## src/rtl/matrix_op_dispatcher.sv

```systemverilog
// Matrix operation dispatcher: accepts one request, reads operand dimensions from
// the metadata store, validates them, then issues one compute command or one error pulse.
module matrix_op_dispatcher #(
  parameter int ID_WIDTH     = 3,
  parameter int DIM_WIDTH    = 4,
  parameter int MAX_DIM      = 8,
  parameter int SCALAR_WIDTH = 32
) (
  input  logic                    clk,
  input  logic                    rst,
  input  logic                    req_valid,
  output logic                    req_ready,
  input  logic [2:0]              req_op,
  input  logic [ID_WIDTH-1:0]     req_id_a,
  input  logic [ID_WIDTH-1:0]     req_id_b,
  input  logic [SCALAR_WIDTH-1:0] req_scalar,
  input  logic                    abort,
  output logic                    meta_rd_en,
  output logic [ID_WIDTH-1:0]     meta_rd_id,
  input  logic                    meta_rd_used,
  input  logic [DIM_WIDTH-1:0]    meta_rd_rows,
  input  logic [DIM_WIDTH-1:0]    meta_rd_cols,
  output logic                    cmd_valid,
  input  logic                    cmd_ready,
  output logic [2:0]              cmd_op,
  output logic [ID_WIDTH-1:0]     cmd_id_a,
  output logic [ID_WIDTH-1:0]     cmd_id_b,
  output logic [SCALAR_WIDTH-1:0] cmd_scalar,
  output logic [DIM_WIDTH-1:0]    cmd_rows,
  output logic [DIM_WIDTH-1:0]    cmd_cols,
  output logic [DIM_WIDTH-1:0]    cmd_inner,
  output logic                    err_valid,
  output logic [2:0]              err_code,
  output logic                    busy
);

  localparam logic [2:0] OP_TRANSPOSE = 3'd0;
  localparam logic [2:0] OP_ADD       = 3'd1;
  localparam logic [2:0] OP_MUL       = 3'd2;
  localparam logic [2:0] OP_SMUL      = 3'd3;
  localparam logic [2:0] OP_SUB       = 3'd4;
  localparam logic [DIM_WIDTH-1:0] MAX_D = DIM_WIDTH'(MAX_DIM);

  typedef enum logic [2:0] {
    S_IDLE, S_LOOKUP_A, S_CAPTURE_A, S_LOOKUP_B, S_CAPTURE_B, S_VALIDATE, S_ISSUE, S_ERROR
  } state_t;

  state_t                  state;
  logic [2:0]              op;
  logic [ID_WIDTH-1:0]     id_a, id_b;
  logic [SCALAR_WIDTH-1:0] scalar;
  logic                    used_a, used_b;
  logic [DIM_WIDTH-1:0]    rows_a, cols_a, rows_b, cols_b;

  logic                    binary, bad_a, bad_b;
  logic [2:0]              vcode;
  logic [DIM_WIDTH-1:0]    res_rows, res_cols, res_inner;

  // Validation and result shape are derived from the captured metadata so the
  // VALIDATE cycle only has to register them.
  always_comb begin
    binary    = (op == OP_ADD) || (op == OP_SUB) || (op == OP_MUL);
    bad_a     = (rows_a == '0) || (cols_a == '0) || (rows_a > MAX_D) || (cols_a > MAX_D);
    bad_b     = (rows_b == '0) || (cols_b == '0) || (rows_b > MAX_D) || (cols_b > MAX_D);
    vcode     = 3'd0;
    if (!used_a)                vcode = 3'd2;
    else if (bad_a)             vcode = 3'd3;
    else if (binary && !used_b) vcode = 3'd4;
    else if (binary && bad_b)   vcode = 3'd5;
    else if ((op == OP_ADD || op == OP_SUB) && (rows_a != rows_b || cols_a != cols_b))
      vcode = 3'd6;
    else if (op == OP_MUL && cols_a != rows_b)
      vcode = 3'd6;

    res_rows  = rows_a;
    res_cols  = cols_a;
    res_inner = '0;
    if (op == OP_TRANSPOSE) begin
      res_rows = cols_a;
      res_cols = rows_a;
    end else if (op == OP_MUL) begin
      res_cols  = cols_b;
      res_inner = cols_a;
    end
  end

  always_ff @(posedge clk) begin
    if (rst) begin
      state      <= S_IDLE;
      op         <= '0;
      id_a       <= '0;
      id_b       <= '0;
      scalar     <= '0;
      used_a     <= 1'b0;
      used_b     <= 1'b0;
      rows_a     <= '0;
      cols_a     <= '0;
      rows_b     <= '0;
      cols_b     <= '0;
      req_ready  <= 1'b1;
      busy       <= 1'b0;
      meta_rd_en <= 1'b0;
      meta_rd_id <= '0;
      cmd_valid  <= 1'b0;
      cmd_op     <= '0;
      cmd_id_a   <= '0;
      cmd_id_b   <= '0;
      cmd_scalar <= '0;
      cmd_rows   <= '0;
      cmd_cols   <= '0;
      cmd_inner  <= '0;
      err_valid  <= 1'b0;
      err_code   <= '0;
    end else begin
      meta_rd_en <= 1'b0;
      meta_rd_id <= '0;
      err_valid  <= 1'b0;
      case (state)
        S_IDLE: begin
          if (req_valid) begin
            op        <= req_op;
            id_a      <= req_id_a;
            id_b      <= req_id_b;
            scalar    <= req_scalar;
            req_ready <= 1'b0;
            busy      <= 1'b1;
            if (req_op > OP_SUB) begin
              err_code  <= 3'd1;
              err_valid <= 1'b1;
              state     <= S_ERROR;
            end else begin
              meta_rd_en <= 1'b1;
              meta_rd_id <= req_id_a;
              state      <= S_LOOKUP_A;
            end
          end
        end
        S_LOOKUP_A: begin
          if (abort) begin
            state <= S_IDLE; req_ready <= 1'b1; busy <= 1'b0;
          end else state <= S_CAPTURE_A;
        end
        S_CAPTURE_A: begin
          used_a <= meta_rd_used;
          rows_a <= meta_rd_rows;
          cols_a <= meta_rd_cols;
          if (abort) begin
            state <= S_IDLE; req_ready <= 1'b1; busy <= 1'b0;
          end else if (binary) begin
            meta_rd_en <= 1'b1;
            meta_rd_id <= id_b;
            state      <= S_LOOKUP_B;
          end else state <= S_VALIDATE;
        end
        S_LOOKUP_B: begin
          if (abort) begin
            state <= S_IDLE; req_ready <= 1'b1; busy <= 1'b0;
          end else state <= S_CAPTURE_B;
        end
        S_CAPTURE_B: begin
          used_b <= meta_rd_used;
          rows_b <= meta_rd_rows;
          cols_b <= meta_rd_cols;
          if (abort) begin
            state <= S_IDLE; req_ready <= 1'b1; busy <= 1'b0;
          end else state <= S_VALIDATE;
        end
        S_VALIDATE: begin
          if (abort) begin
            state <= S_IDLE; req_ready <= 1'b1; busy <= 1'b0;
          end else if (vcode != 3'd0) begin
            err_code  <= vcode;
            err_valid <= 1'b1;
            state     <= S_ERROR;
          end else begin
            cmd_valid  <= 1'b1;
            cmd_op     <= op;
            cmd_id_a   <= id_a;
            cmd_id_b   <= binary ? id_b : '0;
            cmd_scalar <= (op == OP_SMUL) ? scalar : '0;
            cmd_rows   <= res_rows;
            cmd_cols   <= res_cols;
            cmd_inner  <= res_inner;
            state      <= S_ISSUE;
          end
        end
        S_ISSUE: begin
          // abort is deliberately ignored here: a presented command is never withdrawn
          if (cmd_ready) begin
            cmd_valid  <= 1'b0;
            cmd_op     <= '0;
            cmd_id_a   <= '0;
            cmd_id_b   <= '0;
            cmd_scalar <= '0;
            cmd_rows   <= '0;
            cmd_cols   <= '0;
            cmd_inner  <= '0;
            state      <= S_IDLE;
            req_ready  <= 1'b1;
            busy       <= 1'b0;
          end
        end
        S_ERROR: begin
          state     <= S_IDLE;
          req_ready <= 1'b1;
          busy      <= 1'b0;
        end
        default: begin
          state     <= S_IDLE;
          req_ready <= 1'b1;
          busy      <= 1'b0;
        end
      endcase
    end
  end

endmodule

```

## config.mk

```make
export PLATFORM = sky130hd
export DESIGN_NAME = matrix_op_dispatcher
export DESIGN_NICKNAME = d
export VERILOG_FILES = /design/src/rtl/matrix_op_dispatcher.sv
export SDC_FILE = /design/constraint.sdc
export NUM_CORES = 1
export LEC_CHECK = 0
export CORE_MARGIN = 2
export CORE_UTILIZATION = 40
export DETAILED_ROUTE_END_ITERATION = 8
export PLACE_DENSITY = 0.69
export SKIP_LAST_GASP = 1
export SYNTH_ARGS = -nofsm -noshare
export SYNTH_HDL_FRONTEND = slang
export SYNTH_SLANG_ARGS = --single-unit
```

## constraint.sdc

```tcl
create_clock -name clk -period 6.2 [get_ports clk]
set_input_delay 1.24 -clock clk [delete_from_list [all_inputs] [get_ports clk]]
set_output_delay 1.24 -clock clk [all_outputs]
set_load 0.1 [all_outputs]
```

==> qor.txt <==
slew margin rel.: 28.1%
#FFs+latches synth: 126
Mapped Cells: 550
CTS Buffer Depth: 2
critical path class: in -> reg
Leak Pwr: 2.49 nW
initial antenna violation count: 0
M2 GR Usage: 31.0%
status: completed
Die Ht: 116 um
largest net degree at the start of global routing: 73
CTS resizes: 0
endpoints failing hold: 0
Netlist cell types: 46
first-pass GRT wire length: 20,000 um
I/O pin count: 119
CTS tree: yes
clk_lat worst skew: 410 ps
Top FF cell, synth: dfxtp_1
Top Usage Layer GRT: met2
synthesis warning total: 0
Max Clk Rate: 300 MHz
Tmin final: 3330 ps
GR Util met3: 5.71%
maximum fanout along the worst path: 72
Mean Syn Cell Area: 9.19 um^2
Initial Util: 40.6%
largest cells by area after synthesis: dfxtp_1 (50%), nand2_1 (9.6%), mux2i_1 (9.1%)
DR WL/cell: 14.9 um
die area: 13,600 um^2
H-tree level count: 4
DP HPWL: 8470 um
Core Util, Final: 55.1%
clk_skew: 9.07 ps
row cnt: 41
detailed-route wire length: 12,500 um
Startpoint Class: input port
Yosys top cell area share: 49.9%
peak supply drop: 0.000267 V
Synth area leader: dfxtp_1
Core Box Area: 12,500 um^2
most frequent cell after synthesis: nand2_1
DRC: 0
Antenna Cells: 0
Crit path required time: 6550 ps
vias in the first global route: 4,133
# clock sinks: 126
Arr. time, crit path: 3680 ps
total number of vias: 4,203
Post-synth EDFFs: 0
Hold Buf Count CTS: 0
die width: 116 um
Cell Area, Synth: 5060 um^2
asr flop ratio synth: 0%
CTS buffer count: 17
total track usage: 19.0%
Setup Buffers After CTS: 0
detailed-router iteration count before antenna repair: 4
Commonest cells post-synth: nand2_1 (129), dfxtp_1 (126), a21oi_1 (50), mux2i_1 (46), nor2_1 (34)
setup TNS: 0 ps
crit end category: flip-flop
unrepaired setup endpoints after global routing: no
antenna viol nets, final: 0
sequential area share after synthesis: 49.9%
met1 Track Usage GR: 23.5%
syn nets: 605
layout cells sized above 1: 7.98%
post-DR vias/cell: 5.03
Hold Path Class: reg -> reg
final net count: 706
max-cap violation count: 0
synth-to-layout area growth: 35.8%
port bufs: 118
Tightest Pin Transition: 1080 ps
Setup-failing EPs final: 0
clk slew on worst S/H paths: 60 ps
Final Cycle Share: 53.7%
Root Driver: clkbuf_16
max-slew violation count: 0
Congestion Overflow GR: 0
gpl congestion: 0.888
Iteration-0 DRC Markers: 322
PwrDens: 311 nW/um^2
layer usage:
| metal | wire (um) | share of wire, % |
|---|---|---|
| met5 | 0 | 0 |
| met4 | 186 | 1.5 |
| met3 | 702 | 5.6 |
| met2 | 6030 | 48 |
| met1 | 5540 | 44 |
logic make-up (layout without fill, tap and decap cells):
group                     count (synthesis)  in the layout  share of synthesized area (%)
and+or+nand+nor                         201            201                           17.5
DFF                                     126            126                           49.9
AOI/OAI and AO/OA                       111            111                           15.1
xor gates and xnor gates                 14             14                           2.42
muxes                                    52             52                           10.4
buffers and inverters                    46            160                           4.68
layout make-up:
type / count / area, um^2
well taps: 172 / 215
multi-input cells: 378 / 2300
inverters: 3 / 11.3
repair buffers: 125 / 1230
clock inverters: 14 / 156
fillers: 1105 / 5600
clock buffers: 18 / 429
flip-flops and latches: 126 / 2520
critical path, cell delays in order:
cell	delay [ps]
buf_2	90
buf_4	330
a21oi_1	920
nand2_1	290
nor4_4	210
buf_4	370
a22o_1	190
power breakdown:
part | switching, mW | leakage (nW) | internal [mW] | total (mW)
Sequential | 0.0433 | 1.02 | 0.850 | 0.893
Combinational | 0.160 | 1.19 | 0.109 | 0.269
Clock | 0.377 | 0.280 | 0.598 | 0.976
final timing paths:
| path | startpoint | end | slack (ps) | cells after the start |
|---|---|---|---|---|
| worst max-delay path | rst | cmd_scalar[11] | 2870 | 7 |
| worst min-delay path | scalar[2] | scalar[2] | 450 | 2 |
| worst max register to register | cols_a[3] | cmd_valid | 3260 | 7 |
| worst min register to register | scalar[2] | scalar[2] | 450 | 2 |
state kept, by name, indices dropped and copies added, names as in the netlist, 4 cells and up:
name and cells:
cmd_cols 4, cmd_inner 4, cmd_rows 4, cmd_scalar 32
cols_a 4, cols_b 4, rows_a 4, rows_b 4
scalar 32
metrics by stage:
| stage | power [mW] | hold slack, ps | area [um^2] | std cells | worst slack [ps] |
|---|---|---|---|---|---|
| after global placement | 1.17 | 442 | 6280 | 804 | 2580 |
| after global routing | 2.23 | 467 | 6870 | 836 | 2610 |
| after CTS | 2.16 | 454 | 6870 | 836 | 2900 |
| after detailed placement | 1.18 | 446 | 6280 | 804 | 2490 |
| after floorplan | 1.09 | 436 | 5060 | 550 | 3680 |
| final | 2.14 | 452 | 6870 | 836 | 2870 |
placed cells by master (no fill, tap or decap), drive strengths merged, types with 3 or more instances in the layout:
cell           instances
nand2                129
dfxtp                126
clkdlybuf4s50        117
a21oi                 51
mux2i                 46
nor2                  34
a22o                  32
clkbuf                18
xor2                  10
nor4                  10
buf                    8
inv                    8
nor3                   7
o21ai                  7
mux2                   6
or3                    4
nor2b                  4
o31a                   4
xnor2                  4
o211ai                 4
clkinv                 4
nor3b                  3
a22oi                  3
nand2b                 3
clkinvlp               3
Power figures use the tool's default switching activity.
